<file path="src/rtl/video_stream_framer.sv">
// Frames a raw valid/ready pixel stream against a fixed WIDTH x HEIGHT raster and emits
// AXI4-Stream video with tuser (start of frame) and tlast (end of frame or line).
`timescale 1ns / 1ps

module video_stream_framer #(
    parameter int unsigned WIDTH      = 128,
    parameter int unsigned HEIGHT     = 100,
    parameter int unsigned DATA_WIDTH = 24,
    parameter int unsigned EOL_MODE   = 0
) (
    input  logic                  clk,
    input  logic                  rst,
    input  logic                  enable,
    input  logic [DATA_WIDTH-1:0] s_axis_tdata,
    input  logic                  s_axis_tvalid,
    output logic                  s_axis_tready,
    output logic [DATA_WIDTH-1:0] m_axis_tdata,
    output logic                  m_axis_tvalid,
    output logic                  m_axis_tlast,
    output logic                  m_axis_tuser,
    input  logic                  m_axis_tready,
    output logic [15:0]           frame_count,
    output logic                  busy
);

    localparam int unsigned XW = (WIDTH > 1) ? $clog2(WIDTH) : 1;
    localparam int unsigned YW = (HEIGHT > 1) ? $clog2(HEIGHT) : 1;
    localparam logic [XW-1:0] XLast = XW'(WIDTH - 1);
    localparam logic [YW-1:0] YLast = YW'(HEIGHT - 1);

    typedef enum logic [0:0] {StIdle, StActive} state_e;

    // eof marks the frame's final pixel independently of where tlast is placed
    typedef struct packed {
        logic [DATA_WIDTH-1:0] data;
        logic                  user;
        logic                  last;
        logic                  eof;
    } beat_t;

    state_e        state_q, state_d;
    logic [XW-1:0] x_q, x_d;
    logic [YW-1:0] y_q, y_d;
    beat_t         out_q, out_d, skid_q, skid_d, in_beat;
    logic          out_valid_q, out_valid_d, skid_valid_q, skid_valid_d;
    logic [15:0]   frame_count_q, frame_count_d;
    logic          in_fire, out_ready, x_end, y_end;

    always_comb begin
        state_d       = state_q;
        x_d           = x_q;
        y_d           = y_q;
        out_d         = out_q;
        out_valid_d   = out_valid_q;
        skid_d        = skid_q;
        skid_valid_d  = skid_valid_q;
        frame_count_d = frame_count_q;

        s_axis_tready = (state_q == StActive) && !skid_valid_q;
        in_fire       = s_axis_tvalid && s_axis_tready;
        out_ready     = !out_valid_q || m_axis_tready;
        x_end         = (x_q == XLast);
        y_end         = (y_q == YLast);

        in_beat.data = s_axis_tdata;
        in_beat.user = (x_q == '0) && (y_q == '0);
        in_beat.eof  = x_end && y_end;
        in_beat.last = (EOL_MODE != 0) ? x_end : (x_end && y_end);

        case (state_q)
            StIdle:   if (enable) state_d = StActive;
            StActive: if (in_fire && x_end && y_end && !enable) state_d = StIdle;
            default:  state_d = StIdle;
        endcase

        if (in_fire) begin
            if (x_end) begin
                x_d = '0;
                y_d = y_end ? '0 : y_q + 1'b1;
            end else begin
                x_d = x_q + 1'b1;
            end
        end

        // Skid holds the older beat, so it always drains into the output register first
        if (out_ready) begin
            if (skid_valid_q) begin
                out_d        = skid_q;
                out_valid_d  = 1'b1;
                skid_valid_d = 1'b0;
            end else begin
                out_d       = in_beat;
                out_valid_d = in_fire;
            end
        end else if (in_fire) begin
            skid_d       = in_beat;
            skid_valid_d = 1'b1;
        end

        if (out_valid_q && m_axis_tready && out_q.eof) begin
            frame_count_d = frame_count_q + 16'd1;
        end
    end

    always_ff @(posedge clk) begin
        if (rst) begin
            state_q       <= StIdle;
            x_q           <= '0;
            y_q           <= '0;
            out_q         <= '0;
            out_valid_q   <= 1'b0;
            skid_q        <= '0;
            skid_valid_q  <= 1'b0;
            frame_count_q <= '0;
        end else begin
            state_q       <= state_d;
            x_q           <= x_d;
            y_q           <= y_d;
            out_q         <= out_d;
            out_valid_q   <= out_valid_d;
            skid_q        <= skid_d;
            skid_valid_q  <= skid_valid_d;
            frame_count_q <= frame_count_d;
        end
    end

    assign m_axis_tdata  = out_q.data;
    assign m_axis_tuser  = out_q.user;
    assign m_axis_tlast  = out_q.last;
    assign m_axis_tvalid = out_valid_q;
    assign frame_count   = frame_count_q;
    assign busy          = (state_q == StActive) || out_valid_q || skid_valid_q;

endmodule
</file>
<file path="config.mk">
export PLATFORM = sky130hd
export DESIGN_NAME = video_stream_framer
export DESIGN_NICKNAME = d
export VERILOG_FILES = /design/src/rtl/video_stream_framer.sv
export SDC_FILE = /design/constraint.sdc
export NUM_CORES = 1
export LEC_CHECK = 0
export ABC_AREA = 0
export CAP_MARGIN = 10
export CORE_MARGIN = 2
export CORE_UTILIZATION = 40
export CTS_BUF_LIST = sky130_fd_sc_hd__clkbuf_8 sky130_fd_sc_hd__clkbuf_16
export DETAILED_ROUTE_END_ITERATION = 7
export PLACE_DENSITY = 0.71
export SLEW_MARGIN = 20
export SYNTH_ARGS = -nofsm -noshare
export SYNTH_HDL_FRONTEND = slang
export SYNTH_SLANG_ARGS = --single-unit
</file>
<file path="constraint.sdc">
create_clock -name clk -period 1.95 [get_ports clk]
set_input_delay 0.195 -clock clk [delete_from_list [all_inputs] [get_ports clk]]
set_output_delay 0.195 -clock clk [all_outputs]
set_load 0.05 [all_outputs]
</file>
# Word-level counts from Yosys, hierarchy flattened
# Index checks and enable logic that the tools add are counted.
dict set report classes {
  n_addsub 3
  n_eq_ne 2
  n_lt_le_gt_ge 0
  n_reduce_logical 20
  div_mod_pow 0
  n_mux 7
  bitwise 2
  n_mul 0
  shift 0
}
# op n
set op_table {}
lappend op_table {{$mux 27} 1}
lappend op_table {{$add 16x1->16 const B} 1}
lappend op_table {{$add 7x1->7 const B} 2}
lappend op_table {{$eq 7x7->1 const B} 2}
lappend op_table {{$logic_not 7->1} 2}
lappend op_table {{$mux 7} 2}
lappend op_table {{$logic_and 1x1->1} 9}
lappend op_table {{$reduce_and 2->1} 2}
lappend op_table {{$logic_not 1->1} 3}
lappend op_table {{$logic_or 1x1->1} 3}
lappend op_table {{$mux 1} 3}
lappend op_table {{$not 1->1} 2}
lappend op_table {{$pmux 1 s2} 1}
lappend op_table {{$reduce_or 2->1} 1}
dict set report word_totals {
  out_inout_bits 45
  memories 0
  inputBits 29
  register_bits 86
  romBits 0
  latchBits 0
  wordCells 47
  mem_bits_rw 0
}

# Logic depth before layout (Yosys ltp)
# Gate-level depths: netlist of the first run.
dict set report logic_depth {
  depth_word 8
  ltp_mapped 7
  ltp_nobuf 5
}

# Least setup slack after synthesis of the first run
# Ideal clock, no wire load.
dict set report synth_path {
  kind {register -> register}
  from {reg frame_count_q[0] (netlist: frame_count[0])}
  to {reg frame_count_q[14] (netlist: frame_count[14])}
  setup_slack_ns -0.165
  t_required_ns 1.880
  setup_ns 0.070
  t_arrival_ns 2.045
  synth_period_minus_slack_ns 2.115
  n_path_buf 1
  stages_incl_launch_ff 7
  path_cell_list {dfxtp_1 -> ha_1 -> and4_1 -> clkbuf_1 -> nand3_1 -> or4_1 -> a21oi_1}
}
dict set report synth_between {
  elab_chain_cells 1
}
# element line
set synth_rtl {}
lappend synth_rtl {{start: declaration} 46} ;# logic [15:0] frame_count_q, frame_count_d;
lappend synth_rtl {{start signal: assignment} 123} ;# frame_count_q <= frame_count_d;
lappend synth_rtl {{$add 16x1->16} 101} ;# frame_count_d = frame_count_q + 16'd1;
# No other way between the ends.
# A chain may end at the register's enable or synchronous reset.

# Worst setup path after layout of the first run
dict set report layout_path {
  from {reg frame_count_q[6] (netlist: frame_count[6])}
  to {out frame_count[6]}
}
# element line
set layout_lines {}
lappend layout_lines {{end: declaration} 22} ;# output logic [15:0] frame_count,
# No word-level cell between the ends.

==> impl_results.md, run 1 <==
* Core area at 8721 um2
* DRT Pass-1 Iters at 4
* Status: finished, final reports clean
* Residual DRC at 0
* Leakage at 1.604 nW
* Avg WL per Cell at 13.29 um
* CTS Sinks at 85
* RSZ-0062 raised after global routing: false
* Data arrival, critical path at 1.61 ns
* Clock transition at the registers of the reported paths at 0.08 ns
* Deepest clock path buffer count at 2
* Post-synth EDFFs at 0
* Final setup viols at 0
* Post-cts sizing count at 0
* Final setup TNS at 0 ns
* Share of cells above drive strength 1 at between 8 and 9%
* CP Launch Type: flip-flop
* CP max stage delay at 0.84 ns
* Slew headroom at between 60% and 70%
* Synthesized instance count at 418
* Cell Pwr Density at 713.4 nW/um2
* FF+latch count, synth at 85
* Tot GR Track Use at between 15 and 20%
* Ys Warns at 0
* Worst vdd ir at 298.4 uV
* Synth top area cells: dfxtp_1, mux2i_1, nand2_1
* Top_reg_cell synth: dfxtp_1
* CTS Buf Count at 9
* HP Class: in2reg
* Post-synth top area share at 47.26%
* DP HPWL at 5634 um
* Net Count, Synth at 452
* Count of buffers from port buffering at 73
* CTS tree: built
* Largest net degree at the start of global routing at 55
* First-pass GRT wire length at 13,520 um
* Sequential-to-total area share from yosys stat at 47.26%
* Crit-path max FO at 6
* Area Growth Syn to Fin at 29.57%
* Vias per cell at 5.192
* Final Critical Period at 1.804 ns
* Final-stage net count at 520
* Final worst path period share at 92.51%
* Worst slew pin tran at 0.5205 ns
* Initial antenna violation count at 0
* Most frequent cells in the layout: dfxtp_1, clkdlybuf4s50_1, nand2_1
* Initial DRC count at 119
* Setup Skew at roughly 0.0046 ns
* Final Max Slew Viols at 0
* Yosys top cell by area: dfxtp_1
* CP endpoint kind: output pin
* DRT Wirelength at 7959 um
* H-tree levels at 3
* Post-CTS Setup Inserts at 0
* Syn Area/Cell at between 8 and 9 um2
* Placer Congestion at 0.9199
* FILL cells at 773
* Kind of critical path: reg2out
* GRT overflow at 0
* Commonest non-fill, non-tap cell in the layout: dfxtp_1
* Achievable clock frequency at 0.5543 GHz
* Root buffer cell: clkbuf_8
* Via count at 3,110
* Die Y at 98.88 um
* Clk Latency, worst-skew pair at roughly 0.34 ns
* Largest delay contributor family on the critical path: buffers and inverters
* I/O pin cnt at 74
* Final hold violation count at 0
* Die X at 98.88 um
* CP Cell Sequence: clkdlybuf4s50_1
* Asr flop ratio synth at 0%
* Worst Path Required at 1.75 ns
* Critical path's slowest cell: clkdlybuf4s50_1
* Initial Utilization at 41.29%
* Syn Std Cell Area at 3601 um2
* Antenna viol nets, final at 0
* Antenna Cells at 0
* Power Total at 3.328 mW
* Vias in the first global route at 2,831
* DIE AREA at 9777 um2
* Num rows at 34
* Post-CTS Hold Fix Bufs at 0
* Synth cell types at 37
* WP buf/inv at 1
* Max-cap violations at 0
registers in the layout (all words and copies together), names as in the netlist:
signal and cells:
m_axis_tdata 24, y_q 7, frame_count 16, m_axis_tuser 1
skid_q 26, m_axis_tlast 1, skid_valid_q 1, m_axis_tvalid 1
x_q 7, state_q 1
power by group:
part           leakage [nW]  total, mW  switching, mW  internal (mW)
registers             0.696       1.81         0.0291           1.78
clock network        0.0939       1.10          0.583          0.521
logic                 0.814      0.416          0.250          0.166
stage by stage:
step           cell area (um2)  utilization, %  hold WS (ns)  setup slack (ns)  cells
2_1_floorplan             3610               -        0.3245           0.02010    418
3_3_place_gp              4487           51.45        0.4418           0.08347    583
3_5_place_dp              4487           51.45        0.4465           0.07661    583
4_1_cts                   4666           53.50        0.2483            0.1208    599
5_1_grt                   4666           53.50        0.2835           0.07281    599
6_report                  4666           53.50        0.2676            0.1460    599
final cells by class:
cell class	instances	area, um2	area share, %
Clock inverter	5	27.53	0.5900
Multi-Input combinational cell	296	1754	37.60
Tap cell	108	135.1	2.896
Inverter	8	30.03	0.6436
Sequential cell	85	1712	36.69
Clock buffer	11	151.4	3.245
Timing Repair Buffer	86	855.8	18.34
metal layers:
layer  track usage, %  routed length [um]  vias to the layer above
met3            2.979                 297                       14
li1                 -                   -                     1605
met4            7.376                 135                        0
met1            22.69                3808                     1428
met2            26.40                3718                       63
met5                0                   0                        -
synth_stat cells, types with 2 or more instances:
| cell | n |
|---|---|
| dfxtp_1 | 85 |
| nand2_1 | 65 |
| nor2_1 | 44 |
| a21oi_1 | 39 |
| mux2i_1 | 27 |
| a211oi_1 | 24 |
| clkbuf_1 | 22 |
| nand3_1 | 12 |
| xor2_1 | 9 |
| inv_1 | 8 |
| nand4_1 | 7 |
| nor3_1 | 7 |
| nor4_1 | 7 |
| or3_1 | 7 |
| or4_1 | 6 |
| xnor2_1 | 6 |
| buf_1 | 5 |
| ha_1 | 5 |
| o21ai_0 | 4 |
| o31ai_1 | 4 |
| a31oi_1 | 3 |
| and3_1 | 3 |
| and4_1 | 2 |
| nand2b_1 | 2 |
| nor2b_1 | 2 |
| o211ai_1 | 2 |
worst register-to-register path: cells and delay by family (launching register included):
kind | cells | cell delay (ns)
AND/OR/NAND/NOR | 3 | 1.13
AO/OA/AOI/OAI | 1 | 0.14
flip-flops | 1 | 0.37
cell families (layout without fill, tap and decap cells):
family / after synthesis / in the layout / synth area share (%)
AO/OA/AOI/OAI: 79 / 79 / 13.48
XOR/XNOR: 15 / 15 / 3.648
adder cells (fa/ha/maj): 5 / 5 / 1.737
buffers and inverters: 37 / 110 / 4.100
flip-flops: 85 / 85 / 47.25
multiplexers: 27 / 27 / 7.505
AND/OR/NAND/NOR: 170 / 170 / 22.27
worst paths after layout:
path / from / to / slack, ns / depth (start not counted)
min: rst / skid_q[11] / 0.27 / 2
min reg2reg: skid_q[8] / skid_q[8] / 0.46 / 2
max: frame_count[6] / frame_count[6] / 0.15 / 1
max reg2reg: frame_count[5] / frame_count[15] / 0.24 / 4
(Power assumes the default switching activity.)
==> run 2, diff against run 1 <==
- CTS_CLUSTER_SIZE: not set -> 25
- PLACE_DENSITY: 0.71 -> 0.75
==> impl_results.md, run 2 (same netlist as run 1, synthesis figures left out) <==
* Num rows at 34 (unchanged)
* Worst Path Required at 1.75 ns (about the same)
* Post-CTS Setup Inserts at 0 (unchanged)
* Most frequent cells in the layout: dfxtp_1, clkdlybuf4s50_1, nand2_1
* Achievable clock frequency at 0.5484 GHz (-1.1%)
* Clock transition at the registers of the reported paths at 0.08 ns (about the same)
* Largest net degree at the start of global routing at 56 (+1.8%)
* Worst slack, placed at 0.05360 ns (-0.02301 ns)
* Die X at 98.88 um (unchanged)
* Fin cells at 605 (+1.0%)
* Area Growth Syn to Fin at 32.97%
* Switching power at 885.5 uW (+2.7%)
* Worst reg2reg setup slack at 0.16 ns (-0.08 ns)
* Inst Count DP at 590 (+1.2%)
* CP Cell Sequence: clkdlybuf4s50_1
* CTS Sinks at 85 (unchanged)
* H-tree levels at 3 (unchanged)
* CTS tree: built
* Design area at 4788 um2 (+2.6%)
* Leakage at 1.673 nW (+4.3%)
* HP Class: in2reg
* Final-stage net count at 527 (+1.3%)
* Final hold violation count at 0 (unchanged)
* Worst slew pin tran at 0.5344 ns (+0.01389 ns)
* Reg power frac at 48.2% (-6.1 points)
* Kind of critical path: reg2out
* Top reg by flops: skid_q
* R2R cell count at 7 (+3)
* Root buffer cell: clkbuf_8
* Placer Congestion at 0.8518 (-7.4%)
* Status: finished, final reports clean
* Worst vdd ir at 466.0 uV (+56%)
* Share of power burned in combinational logic at 11.3% (-1.2 points)
* DRT Wirelength at 8261 um (+3.8%)
* Residual DRC at 0 (unchanged)
* Slew headroom at 64.26% (-1.0 points)
* Reg2reg start: x_q[0]
* CP Depth at 1 (unchanged)
* Vias in the first global route at 3,038 (+7.3%)
* Final setup TNS at 0 ns (unchanged)
* Setup Skew at 0.008544 ns (+0.003945 ns)
* Post-DP Area at 4542 um2 (+1.2%)
* Final setup viols at 0 (unchanged)
* Final Max Slew Viols at 0 (unchanged)
* Count of buffers from port buffering at 73 (unchanged)
* Commonest non-fill, non-tap cell in the layout: dfxtp_1
* Via count at 3,179 (+2.2%)
* CP startpoint: frame_count[11]
* I/O pin cnt at 74 (unchanged)
* WP buf/inv at 1 (unchanged)
* Vias per cell at 5.255 (+1.2%)
* Initial antenna violation count at 0 (unchanged)
* Avg WL per Cell at 13.65 um (+2.8%)
* CP Launch Type: flip-flop
* CTS Buf Count at 9 (unchanged)
* Post-cts sizing count at 0 (unchanged)
* Hold path start: rst
* Power Total at 3.748 mW (+13%)
* GRT overflow at 0 (unchanged)
* DRT Pass-1 Iters at 4 (unchanged)
* Net Sw Frac at 23.63% (-2.3 points)
* Tot GR Track Use at 17.53% (+0.72 points)
* Critical path's slowest cell: clkdlybuf4s50_1
* Final worst path period share at 93.52% (+1.0 points)
* Share of cells above drive strength 1 at 10.26% (+1.7 points)
* Data arrival, critical path at 1.63 ns (+0.02 ns)
* Antenna Cells at 0 (unchanged)
* DP HPWL at 5772 um (+2.4%)
* Largest register FFs at 26 (unchanged)
* RSZ-0062 raised after global routing: false
* Largest delay contributor family on the critical path: buffers and inverters
* Clk Latency, worst-skew pair at 0.34 ns (about the same)
* Min setup slack post-route at 0.1264 ns (-0.01960 ns)
* Core area at 8721 um2 (unchanged)
* Post-CTS Hold Fix Bufs at 0 (unchanged)
* Crit-path max FO at 7 (+1)
* Reg2reg end: y_q[6]
* Antenna viol nets, final at 0 (unchanged)
* Initial DRC count at 119 (unchanged)
* Deepest clock path buffer count at 2 (unchanged)
* DIE AREA at 9777 um2 (unchanged)
* Initial Utilization at 41.29% (unchanged)
* Int Pwr at 2.862 mW (+16%)
* Critical Path End: frame_count[11]
* Die Y at 98.88 um (unchanged)
* FILL cells at 752 (-2.7%)
* Final Critical Period at 1.824 ns (+0.01960 ns)
* CP endpoint kind: output pin
* Max-cap violations at 0 (unchanged)
* CP max stage delay at 0.85 ns (about the same)
* Clock power share at 40.5% (+7.3 points)
* First-pass GRT wire length at 14,030 um (+3.8%)
* Cell Pwr Density at 782.6 nW/um2 (+9.7%)
## run 2: cell types whose count changed in the layout (fill, tap and decap cells not counted)
cell | before | now
clkinvlp_4 | 2 | 0
nor2_1 | 44 | 43
buf_4 | 12 | 19
inv_1 | 10 | 8
nor2_2 | 0 | 1
bufinv_16 | 0 | 3
## run 2: how the worst min path moves through the flow
stage | to | slack (ns) | cells past startpoint
floorplan | state_q | 0.32 | 2
global placement | skid_q[11] | 0.44 | 2
detailed placement | skid_q[20] | 0.45 | 2
CTS | x_q[6] | 0.31 | 2
global route | x_q[6] | 0.34 | 2
finish | x_q[6] | 0.32 | 2
## run 2: per-stage QoR
stage          utilization [%]  hold WS (ns)
6_report                 54.91        0.3207
3_3_place_gp             52.08        0.4417
4_1_cts                  54.91        0.3062
2_1_floorplan                -        0.3245
3_5_place_dp             52.08        0.4475
5_1_grt                  54.91        0.3380
## run 2: power by group through the flow
stage,Clock [mW],Combinational (mW),Sequential (mW)
floorplan,0,0.115,1.97
global placement,0,0.421,1.85
detailed placement,0,0.424,1.85
CTS,1.54,0.425,1.81
global route,1.61,0.447,1.81
finish,1.52,0.422,1.81
## run 2: final cells by class
class                      count  area [um2]  share of cell area, %
tap                          108       135.1                  2.822
clock buffer                  11       151.4                  3.162
inverter                       8       30.03                 0.6271
multi-input combinational    296        1757                  36.69
timing repair buffer          93       908.4                  18.97
sequential                    85        1712                  35.75
clock inverter                 4       95.09                  1.986
## run 2: routing by layer
metal / up-vias / track usage (%) / share of wire, %
li1: 1610 / - / -
met1: 1504 / 22.53 / 47
met2: 58 / 29.00 / 48
met3: 7 / 2.979 / 3.7
met4: 0 / 7.587 / 1.5
met5: - / 0 / 0
